**src/rtl/fetch_pkg.sv**
```systemverilog
// Shared constants, state encoding and line-source record for the fetch aligner.
package fetch_pkg;

   localparam logic [31:0] NOP_INSTR = 32'h0000_0013;
   localparam logic [28:0] RST_ADR   = 29'h0;

   typedef enum logic {
      S_IDLE  = 1'b0,
      S_CROSS = 1'b1
   } state_e;

   // One 8-byte ISRAM line with its line address and valid flag
   typedef struct packed {
      logic [63:0] data;
      logic [28:0] tag;
      logic        vld;
   } line_t;

   function automatic logic is_rv16(input logic [15:0] hw);
      return hw[1:0] != 2'b11;
   endfunction

endpackage

```
**src/rtl/fa_hw_sel.sv**
```systemverilog
// Halfword/word selector: picks the 16-bit half and the 32-bit word starting at idx.
module fa_hw_sel (
   input  logic [63:0] line,
   input  logic [1:0]  idx,
   output logic [15:0] lo,
   output logic [31:0] word
);

   // Zero-extended so idx==3 stays in range; that word is never used as a full instruction
   logic [79:0] ext;

   assign ext  = {16'h0, line};
   assign lo   = line[{idx, 4'b0000} +: 16];
   assign word = ext[{1'b0, idx, 4'b0000} +: 32];

endmodule

```
**src/rtl/fetch_align.sv**
```systemverilog
// Instruction aligner: extracts 16/32-bit instructions at pc from the fresh or buffered
// ISRAM line and stitches 32-bit instructions that straddle two lines.
module fetch_align
   import fetch_pkg::*;
#(
   parameter logic [31:0] NOP_INSTR = fetch_pkg::NOP_INSTR,
   parameter logic [28:0] RST_ADR   = fetch_pkg::RST_ADR
) (
   input  logic        clk,
   input  logic        cpurst_n,
   input  logic [31:0] pc,
   input  logic [63:0] isram_rdata,
   input  logic        isram_cs_ff,
   input  logic [28:0] isram_adr_ff,
   input  logic        fet_flush,
   input  logic        branch_predict_err,
   input  logic        pipe_hold,
   output logic [31:0] rv32_instr,
   output logic        isrv16,
   output logic        inst_valid,
   output logic        fetch_misalign,
   output logic        cross_wait
);

   line_t       line_q;
   line_t       src;
   state_e      state_q;
   logic [15:0] hold_hw_q;
   logic [15:0] lo;
   logic [31:0] word;
   logic [28:0] next_tag;
   logic        hit;
   logic        xhit;
   logic        drop;
   logic        cross_go;

   assign src      = isram_cs_ff ? {isram_rdata, isram_adr_ff, 1'b1} : line_q;
   assign next_tag = pc[31:3] + 29'd1;
   assign hit      = src.vld & (src.tag == pc[31:3]);
   assign xhit     = src.vld & (src.tag == next_tag);
   assign drop     = branch_predict_err | fet_flush;
   assign cross_go = (state_q == S_IDLE) & ~pc[0] & hit & ~is_rv16(lo) & (pc[2:1] == 2'b11);

   fa_hw_sel u_sel (
      .line (src.data),
      .idx  (pc[2:1]),
      .lo   (lo),
      .word (word)
   );

   assign fetch_misalign = pc[0];
   assign cross_wait     = (state_q == S_CROSS);

   // Outputs are gated by reset so a stale hit cannot leak while the core is held
   always_comb begin
      rv32_instr = NOP_INSTR;
      isrv16     = 1'b0;
      inst_valid = 1'b0;
      if (cpurst_n && !pc[0]) begin
         if (state_q == S_IDLE) begin
            if (hit && is_rv16(lo)) begin
               rv32_instr = {16'h0, lo};
               isrv16     = 1'b1;
               inst_valid = 1'b1;
            end else if (hit && pc[2:1] != 2'b11) begin
               rv32_instr = word;
               inst_valid = 1'b1;
            end
         end else if (!drop && xhit) begin
            rv32_instr = {src.data[15:0], hold_hw_q};
            inst_valid = 1'b1;
         end
      end
   end

   // Line buffer keeps capturing under pipe_hold; a mispredict invalidates it
   always_ff @(posedge clk or negedge cpurst_n) begin
      if (!cpurst_n) begin
         line_q <= '{data: 64'h0, tag: RST_ADR, vld: 1'b0};
      end else if (branch_predict_err) begin
         line_q.vld <= 1'b0;
      end else if (isram_cs_ff) begin
         line_q <= src;
      end
   end

   always_ff @(posedge clk or negedge cpurst_n) begin
      if (!cpurst_n) begin
         state_q   <= S_IDLE;
         hold_hw_q <= 16'h0;
      end else if (drop) begin
         state_q <= S_IDLE;
      end else if (!pipe_hold) begin
         unique case (state_q)
            S_IDLE: begin
               if (cross_go) begin
                  hold_hw_q <= lo;
                  state_q   <= S_CROSS;
               end
            end
            S_CROSS: begin
               if (xhit) state_q <= S_IDLE;
            end
         endcase
      end
   end

endmodule

```
**config.mk**
```make
export PLATFORM = sky130hd
export DESIGN_NAME = fetch_align
export DESIGN_NICKNAME = d
export VERILOG_FILES = /design/src/rtl/fetch_pkg.sv /design/src/rtl/fa_hw_sel.sv /design/src/rtl/fetch_align.sv
export SDC_FILE = /design/constraint.sdc
export NUM_CORES = 1
export LEC_CHECK = 0
export ABC_AREA = 1
export CAP_MARGIN = 15
export CORE_UTILIZATION = 58
export CTS_BUF_LIST = sky130_fd_sc_hd__clkbuf_8 sky130_fd_sc_hd__clkbuf_16
export DETAILED_ROUTE_END_ITERATION = 8
export PLACE_DENSITY = 0.87
export SLEW_MARGIN = 20
export SYNTH_ARGS = -nofsm -noshare
export SYNTH_HDL_FRONTEND = slang
export SYNTH_HIERARCHICAL = 1
export SYNTH_SLANG_ARGS = --single-unit
export TNS_END_PERCENT = 5
```
**constraint.sdc**
```tcl
create_clock -name clk -period 8.81 [get_ports clk]
set_clock_uncertainty 0.05 [all_clocks]
set_input_delay 0.881 -clock clk [delete_from_list [all_inputs] [get_ports clk]]
set_output_delay 0.881 -clock clk [all_outputs]
set_load 0.02 [all_outputs]
```
# ---- Yosys cells after proc, flatten, opt, wreduce, memory -nomap -nowiden
# Cells that the tools add are included.
dict set report word_totals {
  latchBits 0
  memories 0
  rom_bits 0
  mem_bits_rw 0
  word_cells 57
  reg_bits 111
}
dict set report op_classes {
  n_shift 2
  order_cmp 0
  n_reduce_logical 9
  n_addsub 1
  n_bitwise 13
  n_mux 21
  n_div 0
  eq_ne 6
  multipliers 0
}
# operator count
set ops {}
lappend ops {{$mux W32} 5}
lappend ops {{$mux W94} 1}
lappend ops {{$shiftx A80 B7 Y32} 1}
lappend ops {{$shiftx A64 B7 Y16} 1}
lappend ops {{$eq A29 B29 Y1} 2}
lappend ops {{$add A29 B1 Y29 const B} 1}
lappend ops {{$mux W1} 14}
lappend ops {{$and A1 B1 Y1} 6}
lappend ops {{$not A1 Y1} 6}
lappend ops {{$logic_and A1 B1 Y1} 4}
lappend ops {{$ne A2 B2 Y1 const B} 2}
lappend ops {{$reduce_and A4 Y1} 1}
lappend ops {{$eq A2 B2 Y1 const B} 1}
lappend ops {{$logic_not A1 Y1} 2}
lappend ops {{$ne A2 B1 Y1 const B} 1}
lappend ops {{$pmux W1 S2} 1}
lappend ops {{$reduce_and A2 Y1} 1}
lappend ops {{$reduce_bool A2 Y1} 1}
lappend ops {{$or A1 B1 Y1} 1}

# ---- Depth between registers and ports, before layout
# Gate-level depths: netlist of run 1.
dict set report depth {
  word_depth 10
  ltp_mapped 18
}

# ---- Cells and area by module
# Netlist of run 1, hierarchy kept.
# mod seq_area_each_um2 area_per_inst_um2 instances cells_per_inst
set by_module_without_submodules {}
lappend by_module_without_submodules {fetch_align 2777.7 7838.8 1 1217}
lappend by_module_without_submodules {fa_hw_sel 0.0 1243.7 1 291}

# ---- Worst setup path after synthesis of run 1
# No wires, ideal clock.
dict set report synth_timing {
  kind {in2out}
  start {input isram_cs_ff}
  end {output rv32_instr[16]}
  cell_stages 16
  t_arrival_ns 3.323
  required_time_ns 7.879
  setup_slack_ns 4.556
  path_cell_list {inv_2 > buf_2 > clkbuf_1 > clkbuf_1 > clkbuf_1 > nand2_1 > o21ai_0 > inv_1 > nand2_1 > nand3_1 > nand2_1 > nand2_1 > clkinv_1 > clkbuf_1 > a32oi_1 > nor2_1}
}
# item line_no
set synth_rtl {}
lappend synth_rtl {{start: declaration} fetch_align.sv:13} ;# input logic isram_cs_ff,
lappend synth_rtl {{end: declaration} fetch_align.sv:18} ;# output logic [31:0] rv32_instr,

# ---- Worst setup path after layout of run 1
dict set report layout_timing {
  start {input pc[2]}
  end {output rv32_instr[4]}
}
dict set report layout_via {
  elab_chain_cells 6
  elab_cells_between_ends 10
}
# item line_no
set layout_rtl {}
lappend layout_rtl {{start: declaration} fetch_align.sv:11} ;# input logic [31:0] pc,
lappend layout_rtl {{$shiftx A64 B7 Y16} fa_hw_sel.sv:13} ;# assign lo = line[{idx, 4'b0000} +: 16];
lappend layout_rtl {{via lo[1]} fetch_align.sv:29} ;# logic [15:0] lo;
lappend layout_rtl {{$ne A2 B2 Y1} fetch_pkg.sv:20} ;# return hw[1:0] != 2'b11;
lappend layout_rtl {{$logic_and A1 B1 Y1} fetch_align.sv:61} ;# if (hit && is_rv16(lo)) begin
lappend layout_rtl {{$mux W32} fetch_align.sv:61}
lappend layout_rtl {{$mux W32} fetch_align.sv:60} ;# if (state_q == S_IDLE) begin
lappend layout_rtl {{$mux W32} fetch_align.sv:59} ;# if (cpurst_n && !pc[0]) begin
# The timed path passes the listed nets, and every way through them passes these cells.

==> results of run 1 <==
[power groups by stage]
stage               clock, W  sequential, W  combinational (W)
finish              0.000444       0.000604           0.000417
CTS                 0.000452       0.000603           0.000411
global placement           0       0.000609           0.000399
global route        0.000471       0.000612           0.000468
floorplan                  0       0.000606           0.000271
detailed placement         0       0.000613           0.000409
[flip-flops by register name, indices dropped and copies added (netlist names)]
signal,count
cross_wait,1
hold_hw_q,16
line_q,94
[cells by family (layout without fill, tap and decap cells)]
logic type	count (synthesis)	after routing	share of synthesized area (%)
buffers and inverters	304	404	14.0
XOR/XNOR	4	4	0.386
AND/OR/NAND/NOR	883	883	41.1
flip-flops	111	111	30.6
multiplexers	27	27	3.35
adder cells (fa/ha/maj)	1	1	0.138
AO/OA/AOI/OAI	178	178	10.5
[path summary, 6_finish.rpt]
kind | from | endpoint
setup reg to reg | line_q[22] | hold_hw_q[5]
min in group asynchronous | cpurst_n | line_q[21]
max in group asynchronous | cpurst_n | line_q[70]
hold / removal | hold_hw_q[1] | hold_hw_q[1]
hold reg to reg | hold_hw_q[1] | hold_hw_q[1]
setup / recovery | pc[2] | rv32_instr[4]
[cells in the mapped netlist (15+ instances only)]
library cell,count
nor2_2,22
clkbuf_1,45
buf_4,26
inv_1,212
a32oi_1,15
dfrtp_1,111
nor2_1,79
mux2_2,20
o21ai_0,152
nand3_1,136
nand2_1,582
or2_2,20
[per-stage QoR]
stage	std cells	setup WS [ns]	hold slack (ns)	total power (W)	utilization, %
final	1819	2.73	0.439	0.00147	71.6
after global routing	1819	2.44	0.457	0.00155	71.6
after CTS	1819	2.85	0.437	0.00147	71.5
after detailed placement	1803	2.88	0.415	0.00102	69.4
after global placement	1803	2.95	0.410	0.00101	69.4
after floorplan	1508	4.56	0.390	0.000876	-
[final cells by class]
cell class / count / area, sq um
Multi-Input combinational cell: 1093 / 5040
Fill cell: 1347 / 4340
Sequential cell: 111 / 2780
Timing Repair Buffer: 171 / 1700
Inverter: 217 / 817
Tap cell: 211 / 264
Clock buffer: 9 / 225
Clock inverter: 7 / 96.3
[metal layers]
layer  part of all wire [%]  up-vias  track usage, %
met1                     43     4503            47.0
met4                    2.9        0            11.2
met5                      0        -               0
li1                       -     4866               -
met3                    8.3       51            7.45
met2                     45      446            57.1
[critical path: stages]
cell             delay [ns]
clkdlybuf4s50_1        0.93
inv_1                  0.67
nand3_1                0.26
nand2_1                0.12
nand2_1                0.18
clkinv_1               0.66
nand4_1                0.56
nor2_1                 0.07
nor2_1                 0.10
nor2_1                 0.05
nand3_1                0.07
clkdlybuf4s50_1        0.61
==> run_results.csv, run 1 <==
group,metric,value,unit
yosys,post_synth.cell_area_avg,6.02,sq um
yosys,synth_area,0.00908,sq mm
timing,fin_setup_tns,0,ns
place,place_congestion,0.990,
timing,finalMaxSlewViolations,0,
yosys,synth_top_cell_by_area,"dfrtp_1",
worst_hold_path,holdPathStages,1,
job,drv_cap,0,
global_routing,grt_pass1_wl,44.3,mm
clock_network,cts_num_sinks,111,
yosys,syn-num-nets,1640,
clock_network,postCtsHoldBufs,0,
timing,period_needed,6.08,ns
timing,rsz0062_at_grt,"no",
timing,period_share,69.0,%
clock_network,path_clk_slew,0.08,ns
global_routing,grt_overflow,0,
place,dp_hpwl,20.7,mm
floorplanning,row_count,45,
critical_path,cp.arrival,5.15,ns
critical_path,end_kind,"primary output",
power_and_ir_drop,switching_power,0.000524,W
critical_path,rrSetupSlack,6.13,ns
layout,antenna_cells,0,
clock_network,h-tree-depth,3,
layout,drive_gt1_share,6.09,%
power_and_ir_drop,leakage,5.58,nW
floorplanning,die_h,127,microns
routing,avgRoutedWirePerCell,15.1,microns
layout,final_net_count,1735,
yosys,async_flop_share,100,%
clock_network,ctsRootBufferMaster,"clkbuf_16",
yosys,synth_ff_type,"dfrtp_1",
yosys,synth_area_leaders,"dfrtp_1 31%, nand2_1 24%, inv_1 8.8%",
yosys,synth_cells,1508,
routing,routed_wl,27.5,mm
layout,layout_commonest_cell,"nand2_1",
clock_network,clockBufferDepth,2,
layout,area_growth,20.2,%
timing,hold_viol,0,
timing,max_freq,164,MHz
place,place_area,0.0106,sq mm
critical_path,cp.required,7.88,ns
yosys,synth_edf_count,0,
floorplanning,initial_core_util,59.5,%
worst_hold_path,hp-class,"reg -> reg",
layout,mostFrequentLayoutCells,"582 x nand2_1, 212 x inv_1, 165 x clkdlybuf4s50_1, 152 x o21ai_0, 136 x nand3_1",
yosys,yosys.cell_types.count,31,
power_and_ir_drop,internal_power,0.000942,W
power_and_ir_drop,swShare,35.7,%
clock_network,clkLatencyLatePin,0.37,ns
clock_network,cts_buffers,9,
yosys,yosysSeqAreaShare,30.6,%
routing,vias,9866,
floorplanning,dieArea,0.0162,sq mm
power_and_ir_drop,peakVddDrop,0.000102,V
timing,setup_viol,0,
global_routing,grt_antenna_before_repair,0,
routing,first_iter_violations,1119,
critical_path,crit_path_start_kind,"primary input",
yosys,netlist.area_leader.share,30.6,%
timing,relSlewSlack,30.4,%
power_and_ir_drop,power_frac_comb,28.5,%
power_and_ir_drop,power_density,134,mW/mm^2
yosys,synth-seq-cells,111,
clock_network,cts_tree,"built",
global_routing,grt_pass1_vias,8806,
timing,worst_slew_pin_slew,1.04,ns
floorplanning,dieWidth,127,microns
yosys,synth-warning-count,6,
routing,drt-vias-per-instance,5.42,
global_routing,grt_max_degree,128,
clock_network,cts.repair.resized,0,
clock_network,post-cts-setup-buffers,0,
global_routing,grtUsageTotal,35.2,%
routing,first_pass_iters,6,
layout,fin_area,0.0109,sq mm
power_and_ir_drop,pwr-share-seq,41.2,%
critical_path,path_class,"in -> out",
routing,drc,0,
routing,antenna_left,0,
floorplanning,core,0.0153,sq mm
place,io_buffers,166,
power_and_ir_drop,p_clk_share,30.3,%
critical_path,reg2regPathDepth,11,
run_status,outcome,"complete, no violations",
floorplanning,io-pin-count,167,
critical_path,cp_max_fo,33,
Note: power is estimated with default switching activity, not from simulation.
==> inputs of run 2 (changes only) <==
--- a/config.mk
+++ b/config.mk
@@ -7,10 +7,10 @@
 export LEC_CHECK = 0
 export ABC_AREA = 1
 export CAP_MARGIN = 15
-export CORE_UTILIZATION = 58
+export CORE_UTILIZATION = 54
 export CTS_BUF_LIST = sky130_fd_sc_hd__clkbuf_8 sky130_fd_sc_hd__clkbuf_16
 export DETAILED_ROUTE_END_ITERATION = 8
-export PLACE_DENSITY = 0.87
+export PLACE_DENSITY = 0.82
 export SLEW_MARGIN = 20
 export SYNTH_ARGS = -nofsm -noshare
 export SYNTH_HDL_FRONTEND = slang
==> constraint.sdc (replaced) <==
create_clock -name clk -period 6.2 [get_ports clk]
set_clock_uncertainty 0.05 [all_clocks]
set_input_delay 0.62 -clock clk [delete_from_list [all_inputs] [get_ports clk]]
set_output_delay 0.62 -clock clk [all_outputs]
set_load 0.02 [all_outputs]
==> run 2 against run 1 <==
Sequential power increased by 42%. Setup slack got worse by 1.8 ns. Non-clock buffer count increased by 4. First-iteration DRC count decreased by 4.7%. Register-to-register slack got worse by 2.7 ns. Combinational power increased by 45%. Sequential share of layout area decreased by 0.10 points. Clock power increased by 50%. Utilization decreased by 5.2 points. Critical path type unchanged. Highest routed layer unchanged.
==> run_results.csv, run 2 (synthesis gave the netlist of run 1 again) <==
group,metric,value,unit
timing,setup_viol,0,
routing,first_pass_iters,6,
routing,vias,9844,
layout,mostFrequentLayoutCells,"582 x nand2_1, 212 x inv_1, 165 x clkdlybuf4s50_1, 152 x o21ai_0, 136 x nand3_1",
place,dp_hpwl,21.8,mm
job,drv_cap,0,
clock_network,path_clk_slew,0.09,ns
place,place_congestion,0.955,
timing,holdWs,0.217,ns
layout,antenna_cells,0,
clock_network,ctsRootBufferMaster,"clkbuf_16",
layout,drive_gt1_share,6.27,%
global_routing,grt_pass1_wl,47.2,mm
layout,layout_commonest_cell,"nand2_1",
global_routing,grt_max_degree,101,
layout,final_net_count,1739,
power_and_ir_drop,internal_power,0.00135,W
floorplanning,dieWidth,132,microns
global_routing,grt_antenna_before_repair,0,
floorplanning,io-pin-count,167,
clock_network,cts.repair.resized,0,
floorplanning,dieArea,0.0173,sq mm
timing,max_freq,190,MHz
timing,period_needed,5.26,ns
critical_path,path_class,"in -> out",
floorplanning,initial_core_util,55.0,%
routing,drt-vias-per-instance,5.37,
timing,finalMaxSlewViolations,0,
power_and_ir_drop,p_clk_share,31.3,%
global_routing,grt_overflow,0,
routing,drc,0,
clock_network,cts_buffers,9,
critical_path,cp_max_fo,100,
power_and_ir_drop,peakVddDrop,0.000134,V
floorplanning,die_h,132,microns
critical_path,crit_path_start_kind,"primary input",
clock_network,post-cts-setup-buffers,0,
power_and_ir_drop,pwr-share-seq,40.4,%
timing,fin_setup_tns,0,ns
clock_network,cts_num_sinks,111,
power_and_ir_drop,switching_power,0.000778,W
power_and_ir_drop,power_frac_comb,28.3,%
layout,largest_register,"line_q",
clock_network,clkLatencyLatePin,0.38,ns
worst_hold_path,hp-class,"in -> async",
power_and_ir_drop,power_density,194,mW/mm^2
timing,rsz0062_at_grt,"no",
critical_path,end_kind,"primary output",
timing,hold_viol,0,
floorplanning,core,0.0165,sq mm
run_status,outcome,"complete, no violations",
place,io_buffers,166,
critical_path,cp.required,5.53,ns
routing,avgRoutedWirePerCell,15.9,microns
global_routing,grt_pass1_vias,9202,
critical_path,cp.arrival,4.59,ns
power_and_ir_drop,swShare,36.6,%
timing,relSlewSlack,34.3,%
clock_network,h-tree-depth,3,
clock_network,postCtsHoldBufs,0,
layout,largest_register_ff_count,94,
routing,routed_wl,29.2,mm
layout,area_growth,20.7,%
routing,first_iter_violations,1066,
timing,period_share,84.9,%
power_and_ir_drop,leakage,5.61,nW
global_routing,grtUsageTotal,34.7,%
clock_network,cts_tree,"built",
timing,worst_slew_pin_slew,0.985,ns
floorplanning,row_count,47,
routing,antenna_left,0,
clock_network,clockBufferDepth,2,
run 2: changes by cell type in the layout (fill, tap and decap cells not counted):
| cell | change |
|---|---|
| inv_16 | +1 |
| inv_6 | -1 |
| inv_12 | +1 |
| nor2_1 | +1 |
| inv_8 | +1 |
| buf_4 | +4 |
| nor2_2 | -1 |
| clkinv_8 | -2 |
run 2: power by group through the flow:
stage          Combinational, W  Sequential [W]  Clock (W)
4_1_cts                0.000595        0.000858   0.000668
6_report               0.000603        0.000859   0.000665
3_3_place_gp           0.000580        0.000867          0
3_5_place_dp           0.000591        0.000872          0
2_1_floorplan          0.000385        0.000860          0
5_1_grt                0.000676        0.000871   0.000695
run 2: area by class of cell:
class | count | area (sq um)
clock buffer | 9 | 225
clock inverter | 7 | 103
fill | 1571 | 5560
inverter | 217 | 817
multi-input combinational | 1093 | 5040
sequential | 111 | 2780
tap | 220 | 275
timing repair buffer | 175 | 1730
run 2: worst paths after layout:
kind,depth (start not counted),start,slack [ns],end
min in group clk,1,hold_hw_q[0],0.43,hold_hw_q[0]
max,17,isram_cs_ff,0.94,rv32_instr[12]
max in group asynchronous,2,cpurst_n,4.52,line_q[48]
min,1,cpurst_n,0.22,line_q[18]
min reg2reg,1,hold_hw_q[0],0.43,hold_hw_q[0]
max reg2reg,10,line_q[31],3.44,hold_hw_q[12]
run 2: critical path, cell delays in order:
cell and delay, ns:
clkdlybuf4s50_1 0.46, inv_4 0.65, nand2_1 0.16, nand2_1 0.12, nand2_1 0.05, nand2_1 0.15, nand2_1 0.16, nor2_1 0.13
nand2_1 0.09, nor2_4 0.21, nand2_1 0.10, nor2_1 0.54, nand3_1 0.14, nand3_1 0.10, nand2_1 0.09, nor2_2 0.12
clkdlybuf4s50_1 0.64
run 2: stage by stage:
step | cells | total power, W | worst slack, ns | area, sq um | utilization, %
floorplan | 1508 | 0.00125 | 2.47 | 9080 | -
global placement | 1816 | 0.00145 | 1.12 | 10600 | 64.4
detailed placement | 1816 | 0.00146 | 1.06 | 10600 | 64.4
CTS | 1832 | 0.00212 | 1.05 | 11000 | 66.3
global route | 1832 | 0.00224 | 0.551 | 11000 | 66.4
finish | 1832 | 0.00213 | 0.937 | 11000 | 66.4
run 2: per-layer routing:
metal  part of all wire [%]  GRT usage (%)  vias up
met3                    6.9           5.29       69
met1                     44           46.4     4473
met4                    4.2           15.4        0
li1                       -              -     4867
met2                     45           55.3      435
met5                      0              0        -
